File: src/rtl/stack_lifo.sv
// stack_lifo -- hardware LIFO for return addresses (CALL/RET) and PUSH/POP data.
//
// The stack pointer sp is an up/down entry counter: push counts up, pop counts
// down, clr loads 0. Push/pop are single-cycle and registered; popped data
// appears on out one edge after the pop, qualified by a one-cycle out_valid.
//
// Optional build macro: STACK_ERR_STICKY_EN
//   defined   : err latches on overflow/underflow and holds until clr or reset.
//   undefined : err is a one-cycle pulse on the edge following each
//               overflow/underflow.
//
// Parameters
//   WIDTH  data word width
//   DEPTH  number of entries (power of 2, >= 2)
//   SPW    pointer width, holds 0..DEPTH (derived)
//
// Ports
//   clk        rising-edge clock
//   rst        asynchronous active-low reset
//   clr        synchronous flush (sp <= 0), wins over push/pop
//   push       push d_in this cycle
//   pop        pop top-of-stack this cycle
//   d_in       push data
//   out        registered pop data
//   out_valid  one-cycle pulse: out updated by a pop on this edge
//   sp         current entry count
//   full       sp == DEPTH
//   empty      sp == 0
//   err        overflow/underflow indication
module stack_lifo #(
  parameter  int WIDTH = 16,
  parameter  int DEPTH = 16,
  localparam int SPW   = $clog2(DEPTH) + 1
) (
  input  logic             clk,
  input  logic             rst,
  input  logic             clr,
  input  logic             push,
  input  logic             pop,
  input  logic [WIDTH-1:0] d_in,
  output logic [WIDTH-1:0] out,
  output logic             out_valid,
  output logic [SPW-1:0]   sp,
  output logic             full,
  output logic             empty,
  output logic             err
);

  localparam int AW = $clog2(DEPTH);

  logic [WIDTH-1:0] mem [DEPTH];

  logic [SPW-1:0]   sp_reg,        sp_next;
  logic [WIDTH-1:0] out_reg,       out_next;
  logic             out_valid_reg, out_valid_next;
  logic             err_reg,       err_next;

  logic             mem_we;
  logic [AW-1:0]    mem_waddr;
  logic [AW-1:0]    top_idx;

  logic do_push, do_pop, do_repl, do_byp, ovf, udf;

  assign full  = (sp_reg == SPW'(DEPTH));
  assign empty = (sp_reg == '0);

  // When sp == DEPTH the low bits wrap to 0, so subtracting one still lands
  // on the last entry.
  assign top_idx = sp_reg[AW-1:0] - AW'(1);

  // Operation decode; clr masks all of these in the update logic below.
  assign do_push = push & ~pop & ~full;
  assign ovf     = push & ~pop &  full;
  assign do_pop  = pop & ~push & ~empty;
  assign udf     = pop & ~push &  empty;
  assign do_repl = push & pop & ~empty;  // replace top, old top goes out
  assign do_byp  = push & pop &  empty;  // nothing stored: forward d_in

  always_comb begin
    sp_next        = sp_reg;
    out_next       = out_reg;
    out_valid_next = 1'b0;
`ifdef STACK_ERR_STICKY_EN
    err_next       = err_reg;
`else
    err_next       = 1'b0;
`endif
    mem_we         = 1'b0;
    mem_waddr      = sp_reg[AW-1:0];

    if (clr) begin
      sp_next  = '0;
      err_next = 1'b0;
    end else begin
      if (do_push) begin
        mem_we  = 1'b1;
        sp_next = sp_reg + SPW'(1);
      end
      if (do_pop) begin
        out_next       = mem[top_idx];
        out_valid_next = 1'b1;
        sp_next        = sp_reg - SPW'(1);
      end
      if (do_repl) begin
        // Read of the old top and write of the new one share the edge.
        out_next       = mem[top_idx];
        out_valid_next = 1'b1;
        mem_we         = 1'b1;
        mem_waddr      = top_idx;
      end
      if (do_byp) begin
        out_next       = d_in;
        out_valid_next = 1'b1;
      end
      if (ovf || udf) begin
        err_next = 1'b1;
      end
    end
  end

  // Storage is deliberately not reset; sp alone defines which entries are live.
  always_ff @(posedge clk) begin
    if (mem_we) begin
      mem[mem_waddr] <= d_in;
    end
  end

  always_ff @(posedge clk or negedge rst) begin
    if (!rst) begin
      sp_reg        <= '0;
      out_reg       <= '0;
      out_valid_reg <= 1'b0;
      err_reg       <= 1'b0;
    end else begin
      sp_reg        <= sp_next;
      out_reg       <= out_next;
      out_valid_reg <= out_valid_next;
      err_reg       <= err_next;
    end
  end

  assign sp        = sp_reg;
  assign out       = out_reg;
  assign out_valid = out_valid_reg;
  assign err       = err_reg;

endmodule

File: config.mk
export PLATFORM = sky130hd
export DESIGN_NAME = stack_lifo
export DESIGN_NICKNAME = d
export VERILOG_FILES = /design/src/rtl/stack_lifo.sv
export SDC_FILE = /design/constraint.sdc
export NUM_CORES = 1
export LEC_CHECK = 0
export ABC_AREA = 1
export CAP_MARGIN = 20
export CORE_MARGIN = 2
export CORE_UTILIZATION = 38
export CTS_CLUSTER_SIZE = 14
export DETAILED_ROUTE_END_ITERATION = 12
export HOLD_SLACK_MARGIN = 0.1
export SLEW_MARGIN = 0
export SYNTH_ARGS = -nofsm -noshare
export SYNTH_HDL_FRONTEND = slang
export SYNTH_SLANG_ARGS = --single-unit
export TNS_END_PERCENT = 1
File: constraint.sdc
create_clock -name clk -period 3.9 [get_ports clk]
set_input_delay 0.585 -clock clk [delete_from_list [all_inputs] [get_ports clk]]
set_output_delay 0.585 -clock clk [all_outputs]
set_load 0.005 [all_outputs]
# Word level (Yosys, flattened, before mapping)
# Memory sizes are Yosys's and may differ from the RTL's.
# Index checks and enable logic that the tools add are counted.
[totals]
reg_bits = 23
ramBits = 256
output_inout_bits = 25
word_cells = 47
n_memories = 1
[memory_table]
columns = ["memory", "words", "word_bits", "read_ports", "rd_clocked_by_memory_dff", "wr", "line_no", "text"]
rows = [
  ["mem", 16, 16, 1, 0, 1, "51", "logic [WIDTH-1:0] mem [DEPTH];"],
]
[classes]
addsub = 3
n_eq_ne = 1
mux = 19
bitwise = 14
n_reduce_logical = 5
[op_table]
columns = ["op", "count"]
rows = [
  ["16-bit two-way mux", 3],
  ["5-bit two-way mux", 3],
  ["1-bit two-way mux", 11],
  ["1-bit bitwise AND", 9],
  ["4-bit two-way mux", 2],
  ["3-bit nonzero test", 2],
  ["5-bit by 1-bit adder with 5-bit output, second input constant", 1],
  ["5-bit == test, second input constant", 1],
  ["5-bit zero test", 1],
  ["1-bit NOT", 5],
  ["5-bit by 1-bit subtractor with 5-bit output, second input constant", 1],
  ["4-bit by 1-bit subtractor with 4-bit output, second input constant", 1],
  ["2-bit AND reduction", 1],
  ["1-bit logical OR", 1],
]

# Logic depth before layout (Yosys ltp)
# Gate-level depths: netlist of run 1.
[depth]
word_depth = 8
mapped_depth = 17
mapped_depth_nobuf = 15

# Least setup slack after synthesis of run 1
# Ideal clock, no wire load.
[synth_timing]
path_kind = "flip-flop to flip-flop"
from = "register sp_reg[0] (netlist: sp[0])"
to = "memory mem[2][0], enable pin"
setup_ns = 0.388
arrival_ns = 2.579
setup_slack_ns = 0.932
path_stages_with_launch = 12
path_buffers = 2
synth_period_minus_slack_ns = 2.968
path_cell_list = "dfrtp_1 > inv_2 > buf_2 > buf_2 > ha_1 > nand3_4 > nand2_4 > xor2_2 > inv_1 > nor2_1 > nand2_1 > nor2_1"
[synth_between]
elab_chain_len = 8
word_cells_on_any_way = 14
[synth_lines]
columns = ["element", "line_no", "text"]
rows = [
  ["from (decl)", "53", "logic [SPW-1:0] sp_reg, sp_next;"],
  ["from (signal assigned)", "135", "sp_reg <= sp_next;"],
  ["5-bit == test", "64", "assign full = (sp_reg == SPW'(DEPTH));"],
  ["1-bit NOT", "72", "assign do_push = push & ~pop & ~full;"],
  ["1-bit bitwise AND", "72", ""],
  ["1-bit two-way mux", "95", "if (do_push) begin"],
  ["1-bit two-way mux", "104", "if (do_repl) begin"],
  ["1-bit two-way mux", "91", "if (clr) begin"],
  ["1-bit two-way mux", "123", "if (mem_we) begin"],
  ["1-bit two-way mux (not written as such)", "124", "mem[mem_waddr] <= d_in;"],
  ["to (decl)", "51", ""],
]
# Parallel ways exist; a longest one is shown, timed or not.

# Worst setup path in the final report of run 1
[layout_timing]
from = "register sp_reg[0] (netlist: sp[0])"
to = "output sp[0]"
[layout_rtl]
columns = ["element", "line_no", "text"]
rows = [
  ["to (decl)", "43", "output logic [SPW-1:0] sp,"],
]
# No word-level cell between the ends.

==> results.json, run 1 <==
{
  "fin_area_um2": 13500,
  "drc": 0,
  "syn_inst": 972,
  "fmax_mhz": 295,
  "die_w_um": 179,
  "yosysUniqueCellTypes": 29,
  "critPathKind": "reg2out",
  "async_reset_ff_frac": 0.0824,
  "ys_seq_area_frac": 0.711,
  "dp_cells": 1382,
  "ctsHoldBuffers": 0,
  "place_hpwl_um": 17500,
  "hold_class": "in2async",
  "grtUsageTotal": 0.180,
  "n_fill_cell": 2767,
  "layout.nets": 1042,
  "fin_crit_sh": 0.869,
  "ys_warn_count": 0,
  "cts_resized": 0,
  "cts_tree": "built",
  "grt_pass1_vias": 6999,
  "avgSynthCellArea_um2": 11.9,
  "synth_flop_cell": "edfxtp_1",
  "leakagePower_uw": 0.00472,
  "vias": 7506,
  "start_util": 0.383,
  "numCtsBuffers": 29,
  "die_h_um": 179,
  "ctsRootBufferMaster": "clkbuf_16",
  "drt_wl_total_um": 28400,
  "syn2layout_area_growth_pct": 16.2,
  "cp_cell_sequence": "buf_4, buf_4, clkdlybuf4s50_1",
  "fin_util": 0.445,
  "internal_power_uw": 5860,
  "setup_viol": 0,
  "synthTopCellsByCount": "edfxtp_1, nor2_1, o21ai_0, nand2_1, o211ai_1",
  "regArea_um2": 8270,
  "crit_family": "buffers and inverters",
  "hold_violations": 0,
  "post_cts_buffers": 0,
  "syn_nets": 996,
  "dpl_cell_area_um2": 12600,
  "synth_area_leaders": "edfxtp_1, nor2_1, o21ai_0, dfrtp_1, o211ai_1",
  "ant_nets": 0,
  "diodes": 0,
  "cts.htree.levels": 1,
  "grt_pass1_wl_um": 43700,
  "cts.sinks": 279,
  "swShare": 0.339,
  "r2r_slack_ps": 900,
  "fp-row-count": 64,
  "combPwrFrac": 0.303,
  "drv_slew": 0,
  "crit_path_max_fanout": 82,
  "max-cap-violations": 0,
  "syn_area_um2": 11600,
  "cp-end-kind": "output port",
  "crit_top_cell": "buf_4",
  "finalCriticalPeriod_ps": 3390,
  "yosysMostFrequentCell": "edfxtp_1",
  "arrival_ps": 2800,
  "cp-start-kind": "flip-flop",
  "clockPowerShare": 0.302,
  "dieArea_um2": 32000,
  "multiInputGateArea_um2": 3000,
  "seqPwrFrac": 0.394,
  "crit_path_top_delay_cell": "buf_4",
  "synth_top_area_frac": 0.662,
  "max_slew_margin": 0.295,
  "dr.pass1.iters": 5,
  "ios": 46,
  "antenna_found_initial": 0,
  "slowest_delay_ps": 640,
  "ir_drop_mv": 0.402,
  "fin_ws_ps": 512,
  "clk_latency_ps": 550,
  "switching_power_uw": 3000,
  "status": "finished clean",
  "grt-ovfl-total": 0,
  "critPathRequiredTime_ps": 3310,
  "portBuffers": 45,
  "crit_buf_inv": 3,
  "rsz0062_at_grt": "false",
  "ys_ff_latch": 279,
  "drive_above_1_share": 0.112,
  "grt_max_degree": 83,
  "tightest_slew_ps": 1060,
  "instances_no_fill": 1436,
  "core_area_um2": 30300,
  "place_congestion": 0.823,
  "synth_area_leader_cell": "edfxtp_1",
  "fin_tns_setup_ps": 0,
  "viasPerCell": 5.23,
  "dp_slack_ps": 784,
  "synth_edf_count": 256,
  "largest_reg_flops": 256,
  "power_density_nw_per_um2": 657,
  "first_iter_violations": 789,
  "cts.path.max_buffers": 3,
  "fin_skew_ps": 15.8,
  "avgRoutedWirePerCell_um": 19.8,
  "clk_pin_slew_ps": 60
}
## routing by layer
| metal | up-vias | share of wire | global-route usage |
|---|---|---|---|
| met5 | - | 0 | 0 |
| met4 | 0 | 0.013 | 0.0386 |
| li1 | 3563 | - | - |
| met2 | 277 | 0.44 | 0.267 |
| met1 | 3638 | 0.48 | 0.284 |
| met3 | 28 | 0.068 | 0.0214 |
## layout by cell type (no fill, tap or decap), types with 8 or more instances in the layout
| master | synthesis | final |
|---|---|---|
| edfxtp_1 | 256 | 256 |
| nor2_1 | 213 | 197 |
| o21ai_0 | 149 | 149 |
| nand2_1 | 76 | 76 |
| o211ai_1 | 64 | 64 |
| nand3_1 | 62 | 62 |
| clkdlybuf4s50_1 | 0 | 45 |
| inv_1 | 34 | 34 |
| clkbuf_16 | 0 | 29 |
| buf_4 | 1 | 24 |
| dfrtp_1 | 23 | 22 |
| nor2_2 | 3 | 19 |
| clkinv_2 | 0 | 10 |
| inv_2 | 9 | 8 |
## kinds of logic after synthesis
family | count (synthesis) | synth area share
adder cells (fa/ha/maj) | 3 | 0.00323
AO/OA/AOI/OAI | 223 | 0.113
buffers and inverters | 98 | 0.0354
flip-flops | 279 | 0.711
XOR/XNOR | 3 | 0.00517
AND/OR/NAND/NOR | 366 | 0.132
## path summary, 6_finish.rpt
check / from / endpoint / depth (start not counted)
min in group clk: out[1] / out[1] / 2
max in group asynchronous: rst / sp[0] / 2
max: sp[0] / sp[0] / 3
min reg2reg: out[1] / out[1] / 2
max reg2reg: sp[2] / mem[7][1] / 8
min: rst / out[8] / 1
## cell type report
| cell class | count | area share |
|---|---|---|
| clock buffer | 34 | 0.0551 |
| timing repair buffer | 70 | 0.0487 |
| inverter | 43 | 0.0120 |
| sequential | 279 | 0.612 |
| tap | 396 | 0.0367 |
| multi-input combinational | 595 | 0.222 |
| clock inverter | 19 | 0.0126 |
## per-stage QoR
stage	total power [uW]	hold WS, ps
detailed placement	6220	468
global placement	6210	467
CTS	8900	485
finish	8870	303
floorplan	5210	289
global route	9320	302
## power by group through the flow
| stage | combinational [uW] | sequential (uW) | clock, uW |
|---|---|---|---|
| after global placement | 2650 | 3560 | 0 |
| final | 2690 | 3500 | 2680 |
| after CTS | 2680 | 3500 | 2720 |
| after floorplan | 1650 | 3550 | 0 |
| after detailed placement | 2660 | 3560 | 0 |
| after global routing | 2950 | 3510 | 2860 |
(Power assumes the default switching activity.)
==> run 2: changes to the inputs <==
DONT_BUFFER_PORTS = 1   (was default)
==> results.json, run 2 (synthesized netlist as in run 1, its figures left out) <==
{
  "place_congestion": 0.854,
  "portBuffers": 0,
  "fin_skew_ps": 17.7,
  "swShare": 0.332,
  "arrival_ps": 3040,
  "ios": 46,
  "power_density_nw_per_um2": 664,
  "hold_start": "d_in[2]",
  "leakagePower_uw": 0.00460,
  "tightest_slew_ps": 984,
  "endpoint": "mem[8][7]",
  "cts.htree.levels": 1,
  "hold_ws_ps": 116,
  "clockPowerShare": 0.327,
  "cts.path.max_buffers": 3,
  "die_w_um": 179,
  "die_h_um": 179,
  "avgRoutedWirePerCell_um": 20.7,
  "crit_path_max_fanout": 17,
  "reg2reg_depth": 8,
  "fin_crit_sh": 0.735,
  "ctsRootBufferMaster": "clkbuf_16",
  "fmax_mhz": 349,
  "dp_slack_ps": 1040,
  "clk_latency_ps": 560,
  "fin_ws_ps": 1030,
  "r2r_end": "mem[8][7]",
  "core_area_um2": 30300,
  "cp-start-kind": "flip-flop",
  "grt_pass1_wl_um": 43900,
  "grt-ovfl-total": 0,
  "hold_violations": 0,
  "diodes": 0,
  "critPathRequiredTime_ps": 4070,
  "first_iter_violations": 855,
  "seqPwrFrac": 0.404,
  "clk_pin_slew_ps": 60,
  "drc": 0,
  "grt_max_degree": 129,
  "grt_pass1_vias": 7180,
  "fin_tns_setup_ps": 0,
  "internal_power_uw": 5870,
  "dr.pass1.iters": 5,
  "ir_drop_mv": 0.405,
  "cp-end-kind": "flip-flop",
  "status": "finished clean",
  "setup_viol": 0,
  "rsz0062_at_grt": "false",
  "place_hpwl_um": 17200,
  "syn2layout_area_growth_pct": 13.8,
  "drt_wl_total_um": 28900,
  "antenna_found_initial": 0,
  "viasPerCell": 5.27,
  "critPathKind": "reg2reg",
  "max-cap-violations": 0,
  "finalCriticalPeriod_ps": 2870,
  "startpoint": "sp[2]",
  "start_util": 0.383,
  "r2r_slack_ps": 1030,
  "layout.nets": 998,
  "hold_class": "in2reg",
  "vias": 7345,
  "ant_nets": 0,
  "grtUsageTotal": 0.184,
  "largest_reg_flops": 256,
  "max_slew_margin": 0.344,
  "dieArea_um2": 32000,
  "reg2reg_from": "sp[2]",
  "fp-row-count": 64,
  "drive_above_1_share": 0.120,
  "combPwrFrac": 0.269,
  "cts.sinks": 279,
  "switching_power_uw": 2920,
  "mostFrequentLayoutCells": "edfxtp_1, nor2_1, o21ai_0",
  "drv_slew": 0,
  "cts_tree": "built",
  "numCtsBuffers": 30,
  "final_common_cell": "edfxtp_1"
}
[run 2: cell types whose count changed in the layout (fill, tap and decap cells not counted), sizes merged]
| cell | delta |
|---|---|
| inv | -1 |
| clkdlybuf4s50 | -45 |
| buf | -2 |
| clkinvlp | +3 |
| dlygate4sd3 | +2 |
| clkinv | -3 |
| clkbuf | +3 |
[run 2: power by group through the flow]
stage,logic (uW),clock network (uW),registers (uW)
finish,2360,2870,3540
floorplan,1650,0,3550
detailed placement,2350,0,3610
CTS,2370,2920,3540
global placement,2340,0,3600
global route,2620,3020,3560
[run 2: worst min-delay path by stage]
stage,cells past startpoint,slack (ps),endpoint
detailed placement,0,290,out[3]
finish,0,120,mem[5][2]
global placement,0,290,out[3]
CTS,0,100,mem[14][6]
floorplan,0,290,err
global route,0,100,mem[6][2]
[run 2: routing by layer]
metal,up-vias,track usage,part of all wire
li1,3474,-,-
met2,244,0.290,0.46
met3,39,0.0413,0.078
met4,0,0.0572,0.023
met5,-,0,0
met1,3588,0.253,0.44
[run 2: through the flow]
step	area [um^2]	cells	total power (uW)	utilization
floorplan	11600	972	5210	-
global placement	12200	1335	5950	0.401
global route	13200	1393	9210	0.436
finish	13200	1393	8780	0.436
detailed placement	12200	1335	5960	0.401
CTS	13200	1393	8840	0.436
[run 2: area by class of cell]
cell class / instances / area [um^2]
flip-flops and latches: 279 / 8270
inverters: 43 / 163
clock buffers: 37 / 838
well taps: 396 / 495
repair buffers: 25 / 280
fillers: 2747 / 17100
clock inverters: 18 / 174
multi-input cells: 595 / 3000
[run 2: worst max-delay path: stages (launching register included)]
cell and delay (ps):
dfrtp_1 540, inv_2 190, nand3_4 100, xor2_4 170
inv_2 340, o21ai_4 120, inv_2 90, nand3_2 130
nor2_2 780
[run 2: repair_timing]
action	4_1_cts	5_1_grt
hold endpoints to repair	24	0
hold buffers	3	0
setup buffers	0	0
resized for setup	0	0
